**src/rtl/pipeline_pkg.sv**
```systemverilog
// Shared definitions for the instruction fetch path: state encoding,
// address width and the default halt opcode.
package pipeline_pkg;

   localparam int PC_W = 16;
   localparam logic [3:0] HALT_OP_DEFAULT = 4'hF;

   typedef enum logic [1:0] {
      FILL = 2'd0,
      RUN  = 2'd1,
      HOLD = 2'd2,
      HALT = 2'd3
   } fetch_state_e;

endpackage

```
**src/rtl/fetch_skid_buf.sv**
```systemverilog
// One-entry skid buffer holding a returned instruction word and its pc
// while decode is stalled. Flush beats load, load beats drain.
module fetch_skid_buf
   import pipeline_pkg::*;
(
   input  logic            clk,
   input  logic            rst,
   input  logic            i_load,
   input  logic            i_drain,
   input  logic            i_flush,
   input  logic [PC_W-1:0] i_data,
   input  logic [PC_W-1:0] i_pc,
   output logic            o_valid,
   output logic [PC_W-1:0] o_data,
   output logic [PC_W-1:0] o_pc
);

   logic            r_valid;
   logic [PC_W-1:0] r_data;
   logic [PC_W-1:0] r_pc;

   // Capture, release or discard the single buffered entry.
   always_ff @(posedge clk or posedge rst) begin
      if (rst) begin
         r_valid <= 1'b0;
         r_data  <= '0;
         r_pc    <= '0;
      end else if (i_flush) begin
         r_valid <= 1'b0;
      end else if (i_load) begin
         r_valid <= 1'b1;
         r_data  <= i_data;
         r_pc    <= i_pc;
      end else if (i_drain) begin
         r_valid <= 1'b0;
      end
   end

   assign o_valid = r_valid;
   assign o_data  = r_data;
   assign o_pc    = r_pc;

endmodule

```
**src/rtl/fetch_sequencer.sv**
```systemverilog
// Instruction fetch sequencer: issues one read per cycle from a registered
// pc, presents returned words to decode, absorbs a decode stall through a
// one-entry skid buffer, handles redirects and a halt opcode.
// Optional feature: define FETCH_PERF_EN to add the fetch_count output.
module fetch_sequencer
   import pipeline_pkg::*;
#(
   parameter logic [PC_W-1:0] RESET_PC = 16'h0000,
   parameter int unsigned     PC_STEP  = 2,
   parameter logic [3:0]      HALT_OP  = HALT_OP_DEFAULT
) (
   input  logic            clk,
   input  logic            rst,
   input  logic            stall,
   input  logic            redirect,
   input  logic [PC_W-1:0] redirect_pc,
   output logic [PC_W-1:0] imem_addr,
   input  logic [PC_W-1:0] imem_rdata,
   output logic [PC_W-1:0] instr,
   output logic [PC_W-1:0] instr_pc,
   output logic            instr_valid,
   output logic            halted
`ifdef FETCH_PERF_EN
   ,
   output logic [PC_W-1:0] fetch_count
`endif
);

   localparam logic [PC_W-1:0] STEP = PC_W'(PC_STEP);

   fetch_state_e    r_state, w_next_state;
   logic [PC_W-1:0] r_pc;
   logic            r_inf_vld;
   logic [PC_W-1:0] r_inf_pc;
   logic [PC_W-1:0] r_instr;
   logic [PC_W-1:0] r_instr_pc;
   logic            r_instr_valid;

   logic            w_hold_out, w_is_halt;
   logic            w_issue, w_out_ld, w_out_clr, w_sel_skid;
   logic            w_skid_load, w_skid_drain, w_skid_flush;
   logic            w_skid_vld;
   logic [PC_W-1:0] w_skid_data, w_skid_pc;
   logic            w_src_vld;
   logic [PC_W-1:0] w_src_data, w_src_pc;

   assign w_hold_out = r_instr_valid & stall;
   assign w_is_halt  = r_instr_valid & ~stall & (r_instr[15:12] == HALT_OP);

   fetch_skid_buf u_skid (
      .clk     (clk),
      .rst     (rst),
      .i_load  (w_skid_load),
      .i_drain (w_skid_drain),
      .i_flush (w_skid_flush),
      .i_data  (imem_rdata),
      .i_pc    (r_inf_pc),
      .o_valid (w_skid_vld),
      .o_data  (w_skid_data),
      .o_pc    (w_skid_pc)
   );

   // Next state and per-cycle fetch/output/skid controls; redirect wins over all.
   always_comb begin
      w_next_state = r_state;
      w_issue      = 1'b0;
      w_out_ld     = 1'b0;
      w_out_clr    = 1'b0;
      w_sel_skid   = 1'b0;
      w_skid_load  = 1'b0;
      w_skid_drain = 1'b0;
      w_skid_flush = 1'b0;
      if (redirect) begin
         w_next_state = FILL;
         w_out_clr    = 1'b1;
         w_skid_flush = 1'b1;
      end else begin
         case (r_state)
            FILL: begin
               w_issue      = 1'b1;
               w_out_ld     = 1'b1;
               w_next_state = RUN;
            end
            RUN: begin
               if (w_hold_out) begin
                  w_skid_load  = r_inf_vld;
                  w_next_state = HOLD;
               end else if (w_is_halt) begin
                  w_out_clr    = 1'b1;
                  w_skid_flush = 1'b1;
                  w_next_state = HALT;
               end else begin
                  w_issue  = 1'b1;
                  w_out_ld = 1'b1;
               end
            end
            HOLD: begin
               if (w_is_halt) begin
                  w_out_clr    = 1'b1;
                  w_skid_flush = 1'b1;
                  w_next_state = HALT;
               end else if (!w_hold_out) begin
                  w_issue      = 1'b1;
                  w_out_ld     = 1'b1;
                  w_sel_skid   = 1'b1;
                  w_skid_drain = 1'b1;
                  w_next_state = RUN;
               end
            end
            HALT: begin
               w_next_state = HALT;
            end
            default: begin
               w_next_state = FILL;
            end
         endcase
      end
   end

   // Source for the output register: skid entry on stall release, else the returning word.
   always_comb begin
      w_src_vld  = r_inf_vld;
      w_src_data = imem_rdata;
      w_src_pc   = r_inf_pc;
      if (w_sel_skid) begin
         w_src_vld  = w_skid_vld;
         w_src_data = w_skid_data;
         w_src_pc   = w_skid_pc;
      end
   end

   // State, fetch pc and in-flight request tracking.
   always_ff @(posedge clk or posedge rst) begin
      if (rst) begin
         r_state   <= FILL;
         r_pc      <= RESET_PC;
         r_inf_vld <= 1'b0;
         r_inf_pc  <= '0;
      end else begin
         r_state   <= w_next_state;
         r_inf_vld <= w_issue;
         if (redirect) begin
            r_pc <= redirect_pc;
         end else if (w_issue) begin
            r_pc     <= r_pc + STEP;
            r_inf_pc <= r_pc;
         end
      end
   end

   // Instruction output register presented to decode.
   always_ff @(posedge clk or posedge rst) begin
      if (rst) begin
         r_instr       <= '0;
         r_instr_pc    <= '0;
         r_instr_valid <= 1'b0;
      end else if (w_out_clr) begin
         r_instr_valid <= 1'b0;
      end else if (w_out_ld) begin
         r_instr_valid <= w_src_vld;
         if (w_src_vld) begin
            r_instr    <= w_src_data;
            r_instr_pc <= w_src_pc;
         end
      end
   end

`ifdef FETCH_PERF_EN
   logic [PC_W-1:0] r_fetch_count;

   // Count instructions accepted by decode; wraps naturally.
   always_ff @(posedge clk or posedge rst) begin
      if (rst) begin
         r_fetch_count <= '0;
      end else if (r_instr_valid && !stall && !redirect) begin
         r_fetch_count <= r_fetch_count + 1'b1;
      end
   end

   assign fetch_count = r_fetch_count;
`endif

   assign imem_addr   = r_pc;
   assign instr       = r_instr;
   assign instr_pc    = r_instr_pc;
   assign instr_valid = r_instr_valid;
   assign halted      = (r_state == HALT);

endmodule

```
**config.mk**
```make
export PLATFORM = sky130hd
export DESIGN_NAME = fetch_sequencer
export DESIGN_NICKNAME = d
export VERILOG_FILES = /design/src/rtl/pipeline_pkg.sv /design/src/rtl/fetch_skid_buf.sv /design/src/rtl/fetch_sequencer.sv
export SDC_FILE = /design/constraint.sdc
export NUM_CORES = 1
export LEC_CHECK = 0
export ABC_AREA = 1
export CAP_MARGIN = 40
export CORE_ASPECT_RATIO = 1.1
export CORE_MARGIN = 2
export CORE_UTILIZATION = 30
export CTS_CLUSTER_DIAMETER = 60
export DETAILED_ROUTE_END_ITERATION = 6
export PLACE_DENSITY = 0.61
export SYNTH_ARGS = -nofsm -noshare
export SYNTH_HDL_FRONTEND = slang
export SYNTH_SLANG_ARGS = --single-unit
```
**constraint.sdc**
```tcl
create_clock -name clk -period 5.9 [get_ports clk]
set_clock_uncertainty 0.2 [all_clocks]
set_input_delay 1.18 -clock clk [delete_from_list [all_inputs] [get_ports clk]]
set_output_delay 1.18 -clock clk [all_outputs]
set_load 0.02 [all_outputs]
```
======== Yosys cells after proc, flatten, opt, wreduce, memory -nomap -nowiden ========
Index checks and enable logic that the tools add are counted.
word-level totals
  logic and storage cells ................. 62
  output and inout bits ................... 50
  bits in registers ....................... 101
cells by class
  bitwise logic cells ..................... 6
  mux-type cells .......................... 31
  add/sub/neg operators ................... 1
  equal/unequal tests ..................... 6
  reductions and logical operators ........ 8
operator list
  operator                                        number
  2-to-1 mux 16 bit                               4
  2-to-1 mux 1 bit                                19
  adder 16 x 2 -> 16 bit (second input constant)  1
  2-to-1 mux 2 bit                                5
  inequality test 4 bit (second input constant)   2
  one-hot mux 2 bit (4 select lines)              1
  AND reduction 2 bit                             3
  == test 2 bit (second input constant)           2
  == test 4 bit (second input constant)           1
  nonzero test 2 bit                              2
  bitwise AND 1 bit                               3
  inverter 1 bit                                  3
  one-hot mux 1 bit (3 select lines)              1
  AND reduction 3 bit                             1
  nonzero test 3 bit                              1
  == test 2 x 1 -> 1 bit (second input constant)  1
  zero test 2 bit                                 1
  one-hot mux 1 bit (2 select lines)              1

======== Logic depth before layout (Yosys ltp) ========
Gate-level depths: netlist (run 1).
  word-level depth ........................ 9
  depth in mapped cells ................... 13

======== Modules after synthesis ========
From an unflattened synthesis (run 1), not the netlist that was laid out.
unflattened totals
  cell total of the unflattened synthesis .. 658
  area total of the unflattened synthesis .. 5207.5 sq um
modules (own cells, without submodules)
  module           times used  cells each  seq. area each (sq um)  area each (sq um)
  fetch_sequencer  1           513         1701.6                  3781.1
  fetch_skid_buf   1           145         825.8                   1426.4

======== Worst setup path after synthesis (run 1) ========
No wires, ideal clock.
  kind .................................... input to register
  start point ............................. input port stall
  end point ............................... register r_pc[8], in the netlist imem_addr[8]
  slack ................................... 3.529 ns
  stages .................................. 9
  data arrival time ....................... 2.049 ns
  setup time .............................. 0.121 ns
  data required time ...................... 5.579 ns
  path buffers ............................ 1
  path through ............................ nor2_1 nand2_4 nand3_2 nand2_2 nand2_4 nand2_2 buf_2 nand2_1 o21ai_1
on the way
  longest elaborated chain between the ends .. 8
ends and longest elaborated chain
  element                                 RTL line                text
  start: declaration                      fetch_sequencer.sv:14   input logic stall,
  inverter 1 bit                          fetch_sequencer.sv:48   assign w_is_halt = r_instr_valid & ~stall & (r_instr[15:12] == HALT_OP);
  bitwise AND 1 bit (2 in a row)          fetch_sequencer.sv:48
  2-to-1 mux 1 bit                        fetch_sequencer.sv:88   end else if (w_is_halt) begin
  2-to-1 mux 1 bit                        fetch_sequencer.sv:85   if (w_hold_out) begin
  one-hot mux 1 bit (3 select lines) (*)  fetch_sequencer.sv:78   case (r_state)
  2-to-1 mux 1 bit (*)                    fetch_sequencer.sv:73   if (redirect) begin
  nonzero test 2 bit (no line) (*)        n/a
  end signal: assignment                  fetch_sequencer.sv:143  r_pc <= redirect_pc;
  end signal: assignment                  fetch_sequencer.sv:145  r_pc <= r_pc + STEP;
  end: declaration                        fetch_sequencer.sv:32   logic [PC_W-1:0] r_pc;
Mark *: on every way between the ends. The rest lies on a longest branch, timed or not.
A chain may end at the register's enable or synchronous reset.

======== Worst setup path in the final report (run 1) ========
  start point ............................. input port redirect
  end point ............................... register r_instr_pc[12], in the netlist instr_pc[12]
on the way
  longest elaborated chain between the ends .. 3
ends and longest elaborated chain
  element                                             RTL line                text
  start: declaration                                  fetch_sequencer.sv:15   input logic redirect,
  2-to-1 mux 1 bit                                    fetch_sequencer.sv:73
  2-to-1 mux 1 bit or inverter 1 bit (tied branches)  n/a
  AND reduction 3 bit (no line)                       n/a
  end signal: assignment                              fetch_sequencer.sv:163  r_instr_pc <= w_src_pc;
  end: declaration                                    fetch_sequencer.sv:36   logic [PC_W-1:0] r_instr_pc;
Parallel ways exist; a longest one is shown, timed or not.

==> metrics.md, run 1 <==
| Metric | Value |
|---|---|
| Post-CTS Setup Bufs | 0 |
| Tightest Pin Transition | 874 ps |
| Post-synth top cells | nand2_1, dfrtp_1, nand3_1, inv_1, o21ai_0 |
| CTS resizes | 0 |
| Top_reg_cell synth | dfrtp_1 |
| Gr ovfl total | 0 |
| Final ANT Viol Nets | 0 |
| Layout cells sized above 1 | between 7 and 8% |
| Sinks on Clock Net | 101 |
| Number of synthesized flops with an enable pin | 0 |
| Post-Syn Nets | approximately 660 |
| PortBufs | 85 |
| Cell variety after synth | 32 |
| Met2 WL | around 5900 µm |
| Nets@finish | 727 |
| PD cells | between 400 and 500 mW/mm² |
| Antenna cell count | 0 |
| Area leader, netlist | dfrtp_1 |
| Drt first pass iters | 4 |
| Vias in the first global route | 3,991 |
| Number of synthesized register bits | 101 |
| Htree depth | 3 |
| Fin. max-slew vios | 0 |
| Num CTS Buffers | 9 |
| Io pins | 86 |
| WL met3 | approximately 450 µm |
| Routed len/inst | ~14 µm |
| Min Hold Slack | 270 ps |
| Clock network latency to the later pin of the worst-skew pair | roughly 340 ps |
| RSZ-0062 raised after global routing | false |
| Initial Utilization | between 30% and 40% |
| Highest Signal Layer | met4 |
| Die width | ~130 µm |
| Final hold vios | 0 |
| Clk slew on worst S/H paths | 70 ps |
| Critical path launch point type | input port |
| First-pass GRT wire length | 20,700 µm |
| Max cap viols | 0 |
| Required time of the critical path | 5980 ps |
| Status | finished, final reports clean |
| Post-Route WL | approximately 12,000 µm |
| Setup crit end kind | flip-flop |
| Antenna violations before repair | 0 |
| Root Buffer | clkbuf_16 |
| Post-Synthesis Cells | 615 |
| Met1 WL | about 5800 µm |
| Core Footprint | around 0.016 mm² |
| Seq/Total Area, Yosys | between 40% and 50% |
| Maximum fanout along the worst path | 44 |
| Leakage | slightly above 3 nW |
| Sum of negative setup slack | 0 ps |
| DRC violations left | 0 |
| # hold bufs at CTS | 0 |
| Synthesis-to-layout area growth | 24.5% |
| Final number of setup-violating endpoints | 0 |
| Clock Path Buffers | 2 |
| CTS tree | yes |
| Post-DP HPWL | 8230 µm |
| Initial DRC Count | roughly 230 |
| Count leader, synth | nand2_1 |
| Minimum clock period | roughly 4000 ps |
| Rows | about 50 |
| Async set or reset register ratio after synthesis | 100% |
| Synth top area cells | dfrtp_1, nand2_1, nand3_1, buf_6, o21ai_0 |
| Synthesized area | just over 0.005 mm² |
| Fmax | about 250 MHz |
| Pin count of the biggest net entering global routing | 70 |
| Slew HR | a little over 40% |
| Fin crit share | 66.8% |
| Max VDD drop | approximately 0.19 mV |
| Synth warn | 0 |
| Mean Syn Cell Area | about 8.3 µm² |
| Gr usage total | between 10 and 15% |
| Die height | around 140 µm |
| Synth top area share | slightly below 50% |
| DR vias/cell | 4.59 |
| HP Class | reg2reg |
| GP Congestion | between 0.8 and 0.9 |
| Crit Path Class | in2reg |
| DR vias | between 4,000 and 5,000 |
| Die ar. | about 0.018 mm² |
| CP arrival | ~4000 ps |
==> power breakdown <==
part	switching, mW	internal [mW]
registers	0.231	0.962
logic	0.745	0.526
clock network	0.257	0.339
total	1.23	1.83
==> stage by stage <==
stage	setup WS (ps)	util (%)	instances	instance area (µm²)	total power, mW
after floorplan	1870	-	615	5090	2.03
after global placement	1640	36.3	876	5990	2.45
after CTS	1920	38.5	893	6340	3.10
after global routing	1650	38.5	893	6340	3.29
final	1960	38.5	893	6340	3.06
after detailed placement	1550	36.7	878	6040	2.49
==> flip-flops by register name, indices dropped and copies added, names as in the netlist <==
name	count
imem_addr	16
instr	16
instr_pc	16
instr_valid	1
r_inf_pc	16
r_inf_vld	1
r_state	2
u_skid.o_data	16
u_skid.o_pc	16
u_skid.o_valid	1
==> critical path: stages <==
cell,delay [ps]
clkdlybuf4s50_1,870
inv_2,250
buf_4,480
nand2_1,160
inv_2,90
nand2_2,70
nor2_4,630
nand3_1,160
nand2_1,110
==> per-layer routing <==
layer,GRT usage [%],up-vias
met3,2.50,11
met4,3.59,0
met2,22.4,89
met1,20.0,1900
met5,0,-
li1,-,2100
==> cell type report <==
| class | count | area, µm² |
|---|---|---|
| fill | 1683 | 10100 |
| sequential | 101 | 2530 |
| multi-input combinational | 442 | 2170 |
| timing repair buffer | 91 | 936 |
| tap | 204 | 255 |
| clock buffer | 10 | 239 |
| inverter | 40 | 153 |
| clock inverter | 5 | 58.8 |
==> worst paths after layout <==
check	to	cells past startpoint	slack (ps)	start
max in group asynchronous	r_inf_pc[3]	4	3610	rst
setup / recovery	instr_pc[12]	9	1960	redirect
hold / removal	instr_pc[12]	2	270	instr_pc[12]
setup reg to reg	instr_pc[12]	8	3090	r_state[0]
min in group asynchronous	instr[4]	2	880	rst
hold reg to reg	instr_pc[12]	2	270	instr_pc[12]
==> kinds of logic (layout without fill, tap and decap cells) <==
family          count (synthesis)  in the layout  synth area share [%]
fa+ha+maj                       6              6                  1.47
xor+xnor                        8              8                  1.38
compound gates                 51             51                  5.16
buf+inv                        72            146                  7.83
simple gates                  361            361                  31.0
mux                            16             16                  3.54
flops                         101            101                  49.6
==> placed cells by master (no fill, tap or decap), drive strengths merged <==
master and instances:
a21o 1, nand2 247, nor2 23, o21bai 1, o211ai 1, nand3 88, clkdlybuf4s50 85, clkbuf 10
clkinvlp 2, xor2 1, xnor2 7, clkinv 1, dfrtp 101, bufinv 1, nand4 3, a21oi 4
inv 41, o21ai 44, buf 6, mux2 16, ha 6
Power figures use the tool's default switching activity.
==> inputs of run 2 (changes only) <==
clock period = 3.8 ns   (was 5.9 ns; I/O delays follow)
==> run 2 against run 1 <==
Critical path depth decreased by 3. Die area unchanged. Design area increased by 0.20%. Global-route usage increased by 0.067 points. Count of clock-buffer cells in the layout increased by 1. Sequential cell count unchanged. Combinational power increased by 54%. Highest routed layer unchanged. Critical path type unchanged.
==> metrics.md, run 2 (synthesis results as in run 1) <==
| Metric | Value |
|---|---|
| Status | finished, final reports clean (unchanged) |
| GP Congestion | 0.809 (was 0.804) |
| Setup crit end kind | flip-flop (unchanged) |
| PD cells | 750 mW/mm² (was 482 mW/mm²) |
| Routed len/inst | 13.8 µm (was 13.7 µm) |
| Antenna cell count | 0 (unchanged) |
| Comb power frac | 41.2% (was 41.5%) |
| P_int | 2.85 mW (was 1.83 mW) |
| Crit Path Class | in2reg (unchanged) |
| DR vias/cell | 4.63 (was 4.59) |
| Layout cells sized above 1 | 8.09% (was 7.69%) |
| DRC violations left | 0 (unchanged) |
| Sw Share | 40.1% (was 40.3%) |
| Initial DRC Count | 271 (was 228) |
| Max VDD drop | 0.315 mV (was 0.188 mV) |
| Slew HR | 49.1% (was 41.6%) |
| RSZ-0062 raised after global routing | false (unchanged) |
| Die height | 141 µm (unchanged) |
| Clock Path Buffers | 2 (unchanged) |
| Drt first pass iters | 4 (unchanged) |
| Die ar. | 0.0180 mm² (unchanged) |
| Initial Utilization | 30.9% (unchanged) |
| Final number of setup-violating endpoints | 0 (unchanged) |
| Post-CTS Setup Bufs | 0 (unchanged) |
| Seq pwr share | 38.8% (was 39.0%) |
| Max cap viols | 0 (unchanged) |
| Post-DP HPWL | 8550 µm (was 8230 µm) |
| Clock share of power | 20.0% (was 19.5%) |
| Tightest Pin Transition | 762 ps (was 874 ps) |
| Sinks on Clock Net | 101 (unchanged) |
| Fin. max-slew vios | 0 (unchanged) |
| Pin count of the biggest net entering global routing | 60 (was 70) |
| Vias in the first global route | 4,073 (was 3,991) |
| Fin crit share | 70.3% |
| Minimum clock period | approximately 2700 ps |
| PortBufs | 85 (unchanged) |
| Root Buffer | clkbuf_16 (unchanged) |
| Clock network latency to the later pin of the worst-skew pair | 350 ps (was 340 ps) |
| Min Hold Slack | 276 ps (was 270 ps) |
| CTS resizes | 0 (unchanged) |
| Leakage | 3.12 nW (was 3.10 nW) |
| Most frequent cells in the layout | nand2_1, dfrtp_1, clkdlybuf4s50_1 (unchanged) |
| HP Class | reg2reg (unchanged) |
| Required time of the critical path | 3820 ps (was 5980 ps) |
| Gr ovfl total | 0 (unchanged) |
| Nets@finish | 729 (was 727) |
| DR vias | 4,144 (was 4,100) |
| Maximum fanout along the worst path | 36 (was 44) |
| Htree depth | 3 (unchanged) |
| # hold bufs at CTS | 0 (unchanged) |
| Critical path launch point type | input port (unchanged) |
| Commonest non-fill, non-tap cell in the layout | nand2_1 (unchanged) |
| Clk slew on worst S/H paths | 70 ps (about the same) |
| Hold Path Stages | 2 (unchanged) |
| Sum of negative setup slack | 0 ps (unchanged) |
| Post-Route WL | 12,400 µm (was 12,200 µm) |
| Die width | 128 µm (unchanged) |
| Register-to-Register Path Depth | 11 (was 8) |
| Num CTS Buffers | 9 (unchanged) |
| Gr usage total | 14.2% (was 14.1%) |
| Final hold vios | 0 (unchanged) |
| CTS tree | yes (unchanged) |
| CP arrival | 2690 ps (was 4020 ps) |
| Fmax | approximately 370 MHz |
| Antenna violations before repair | 0 (unchanged) |
| Rows | 49 (unchanged) |
| Io pins | 86 (unchanged) |
| Synthesis-to-layout area growth | 24.7% (was 24.5%) |
| First-pass GRT wire length | 20,700 µm (about the same) |
| Final ANT Viol Nets | 0 (unchanged) |
| Switch Pwr | 1.91 mW (was 1.23 mW) |
| Core Footprint | 0.0165 mm² (unchanged) |
[run 2: final timing paths]
kind,from,end,slack [ps]
worst max-delay path,stall,u_skid.o_data[1],1130
worst min-delay path,instr[9],instr[9],280
worst max register to register,r_state[0],instr[3],1340
worst min register to register,instr[9],instr[9],280
max in group asynchronous,rst,u_skid.o_pc[14],2030
min in group asynchronous,rst,instr[5],640
[run 2: through the flow]
step           setup WS, ps  util (%)  total power [mW]  instance area, µm²  std cells
6_report               1130      38.5              4.76                6350        896
5_1_grt                 987      38.5              5.12                6350        896
4_1_cts                1150      38.5              4.83                6350        896
3_5_place_dp            793      36.7              3.86                6040        880
3_3_place_gp            790      36.7              3.83                6040        880
2_1_floorplan           193         -              3.16                5090        615
[run 2: final cells by class]
cell class              instances  area [µm²]
well taps                     204         255
fillers                      1645       10100
inverters                      40         153
clock buffers                  11         253
flip-flops and latches        101        2530
multi-input cells             442        2170
clock inverters                 5        57.6
repair buffers                 93         936
[run 2: power groups by stage]
stage | sequential (mW) | clock [mW] | combinational (mW)
2_1_floorplan | 2.02 | 0 | 1.14
3_3_place_gp | 1.86 | 0 | 1.96
3_5_place_dp | 1.87 | 0 | 1.99
4_1_cts | 1.85 | 0.980 | 1.99
5_1_grt | 1.92 | 1.02 | 2.19
6_report | 1.85 | 0.953 | 1.96
[run 2: worst max-delay path, stage by stage]
cell and delay (ps):
clkdlybuf4s50_1 530, nand2_2 150, nor2_1 150, nand3_2 340, buf_4 390, mux2_1 350
[run 2: routing by layer]
metal / up-vias / track usage [%] / part of all wire (%)
li1: 2115 / - / -
met1: 1928 / 20.1 / 47
met2: 89 / 22.1 / 47
met3: 12 / 2.58 / 4.5
met4: 0 / 4.40 / 1.3
met5: - / 0 / 0
==> inputs of run 3 (changes only) <==
PLACE_DENSITY = 0.63   (was 0.61)
clock period = 2.3 ns   (was 3.8 ns; I/O delays follow)
==> run 3 against run 2 <==
Routed wire length barely moved. Sequential cell count is the same. Critical path type is now reg2out. First-iteration DRC count decreased by 36%. Via count increased by 1.2%. Highest routed layer unchanged. Register-to-register slack got worse by 1100 ps. Core utilization increased by 1.4 points. Worst hold slack got worse by 5.6 ps.
==> metrics.md, run 3 (synthesis results as in run 1) <==
| Metric | Value |
|---|---|
| CTS tree | yes (unchanged) |
| Post-DP HPWL | 8780 µm (was 8550 µm) |
| Non-Filler Instances | 919 (was 896) |
| Post-Route WL | 12,400 µm (about the same) |
| Maximum fanout along the worst path | 6 (was 36) |
| Synthesis-to-layout area growth | 29.4% (was 24.7%) |
| Slew HR | 67.5% (was 49.1%) |
| Vias in the first global route | 4,206 (was 4,073) |
| Setup crit end kind | output pin (was flip-flop) |
| HP Class | reg2reg (unchanged) |
| Tightest Pin Transition | 486 ps (was 762 ps) |
| P_int | 4.87 mW (was 2.85 mW) |
| Most frequent cells in the layout | nand2_1, dfrtp_1, nand3_1, clkdlybuf4s50_1, inv_1 (was nand2_1, dfrtp_1, clkdlybuf4s50_1) |
| Crit path max-delay family | buffers and inverters (unchanged) |
| Die ar. | 0.0180 mm² (unchanged) |
| Final ANT Viol Nets | 0 (unchanged) |
| Rows | 49 (unchanged) |
| DP Cell Count | 903 (was 880) |
| Die width | 128 µm (unchanged) |
| First-pass GRT wire length | 21,000 µm (was 20,700 µm) |
| Slowest CP cell | clkdlybuf4s50_1 (unchanged) |
| Minimum clock period | around 2200 ps |
| Num CTS Buffers | 9 (unchanged) |
| Routed len/inst | 13.5 µm (was 13.8 µm) |
| Nets@finish | 752 (was 729) |
| PortBufs | 85 (unchanged) |
| CP arrival | 1500 ps (was 2690 ps) |
| PD cells | 1220 mW/mm² (was 750 mW/mm²) |
| Fmax | 463 MHz |
| Initial Utilization | 30.9% (unchanged) |
| Die height | 141 µm (unchanged) |
| Commonest non-fill, non-tap cell in the layout | nand2_1 (unchanged) |
| Max VDD drop | 0.572 mV (was 0.315 mV) |
| Clk slew on worst S/H paths | 70 ps (about the same) |
| Final number of setup-violating endpoints | 0 (unchanged) |
| Gr usage total | 14.5% (was 14.2%) |
| Crit-path max cell delay | 660 ps (was 530 ps) |
| Pwr Total | 8.06 mW (was 4.76 mW) |
| Post-CTS Setup Bufs | 0 (unchanged) |
| Leakage | 3.24 nW (was 3.12 nW) |
| Status | finished, final reports clean (unchanged) |
| Gr ovfl total | 0 (unchanged) |
| Critical path launch point type | flip-flop (was input port) |
| Clock Path Buffers | 2 (unchanged) |
| DR vias | 4,194 (was 4,144) |
| Switch Pwr | 3.19 mW (was 1.91 mW) |
| GP Congestion | 0.786 (was 0.809) |
| Clock share of power | 19.1% (was 20.0%) |
| Htree depth | 3 (unchanged) |
| Layout cells sized above 1 | 10.9% (was 8.09%) |
| Buf/Inv on CP | 1 (was 2) |
| Required time of the critical path | 1640 ps (was 3820 ps) |
| Drt first pass iters | 7 (was 4) |
| Final hold vios | 0 (unchanged) |
| Crit Path Class | reg2out (was in2reg) |
| Io pins | 86 (unchanged) |
| Antenna cell count | 0 (unchanged) |
| Comb power frac | 43.4% (was 41.2%) |
| Clock network latency to the later pin of the worst-skew pair | 350 ps (about the same) |
| Critical path, cell by cell | clkdlybuf4s50_1 (was clkdlybuf4s50_1 -> nand2_2 -> nor2_1 -> nand3_2 -> buf_4 -> mux2_1) |
| Initial DRC Count | 173 (was 271) |
| Seq pwr share | 37.5% (was 38.8%) |
| Max cap viols | 0 (unchanged) |
| # hold bufs at CTS | 0 (unchanged) |
| Root Buffer | clkbuf_16 (unchanged) |
| # fillers | 1,668 (was 1,645) |
| RSZ-0062 raised after global routing | false (unchanged) |
| DR vias/cell | 4.56 (was 4.63) |
| DRC violations left | 0 (unchanged) |
| Pin count of the biggest net entering global routing | 50 (was 60) |
| Sw Share | 39.6% (was 40.1%) |
| Fin crit share | roughly 94% |
| Core Footprint | 0.0165 mm² (unchanged) |
| Antenna violations before repair | 0 (unchanged) |
| Fin. max-slew vios | 0 (unchanged) |
| CTS resizes | 1 (was 0) |
| Sinks on Clock Net | 101 (unchanged) |
==> run 3: cell types whose count changed in the layout (fill, tap and decap cells not counted), sizes merged <==
| cell | before | now |
|---|---|---|
| buf | 8 | 31 |
| clkinvlp | 0 | 3 |
| clkinv | 3 | 1 |
| clkdlybuf4s50 | 85 | 84 |
| dlygate4sd2 | 0 | 1 |
| inv | 41 | 40 |
==> run 3: worst paths after layout <==
check | startpoint | endpoint | slack (ps) | cells after the start
worst max-delay path | imem_addr[6] | imem_addr[6] | 140 | 1
worst min-delay path | instr[10] | instr[10] | 270 | 2
worst max register to register | r_state[1] | instr[4] | 250 | 12
worst min register to register | instr[10] | instr[10] | 270 | 2
max in group asynchronous | rst | instr[1] | 1090 | 3
min in group asynchronous | rst | instr[12] | 290 | 2
==> run 3: power by group through the flow <==
stage | clock network, mW | registers (mW) | logic [mW]
floorplan | 0 | 3.34 | 1.88
global placement | 0 | 3.03 | 3.48
detailed placement | 0 | 3.05 | 3.53
CTS | 1.58 | 3.02 | 3.55
global route | 1.66 | 3.12 | 3.90
finish | 1.54 | 3.02 | 3.50
==> run 3: area by class of cell <==
type	count	area, µm²	share of cell area (%)
Multi-Input combinational cell	442	2170	33.0
Sequential cell	101	2530	38.3
Inverter	40	154	2.33
Clock inverter	5	58.8	0.892
Timing Repair Buffer	116	1180	17.9
Tap cell	204	255	3.87
Clock buffer	11	243	3.68
==> run 3: per-stage QoR <==
step	area [µm²]	TNS [ps]	utilization, %	hold WS (ps)	setup WS [ps]
after floorplan	5100	0	-	254	430
after global placement	6290	0	38.2	254	38.6
after detailed placement	6290	-0.312	38.2	261	-0.312
after CTS	6590	0	40.0	278	129
after global routing	6590	0	40.0	290	37.3
final	6590	0	40.0	271	140
==> run 3: routing by layer <==
layer	routed length (µm)	vias up	global-route usage, %
li1	-	2155	-
met1	5980	1946	19.5
met2	5700	87	23.7
met3	587	6	3.45
met4	111	0	3.18
met5	0	-	0
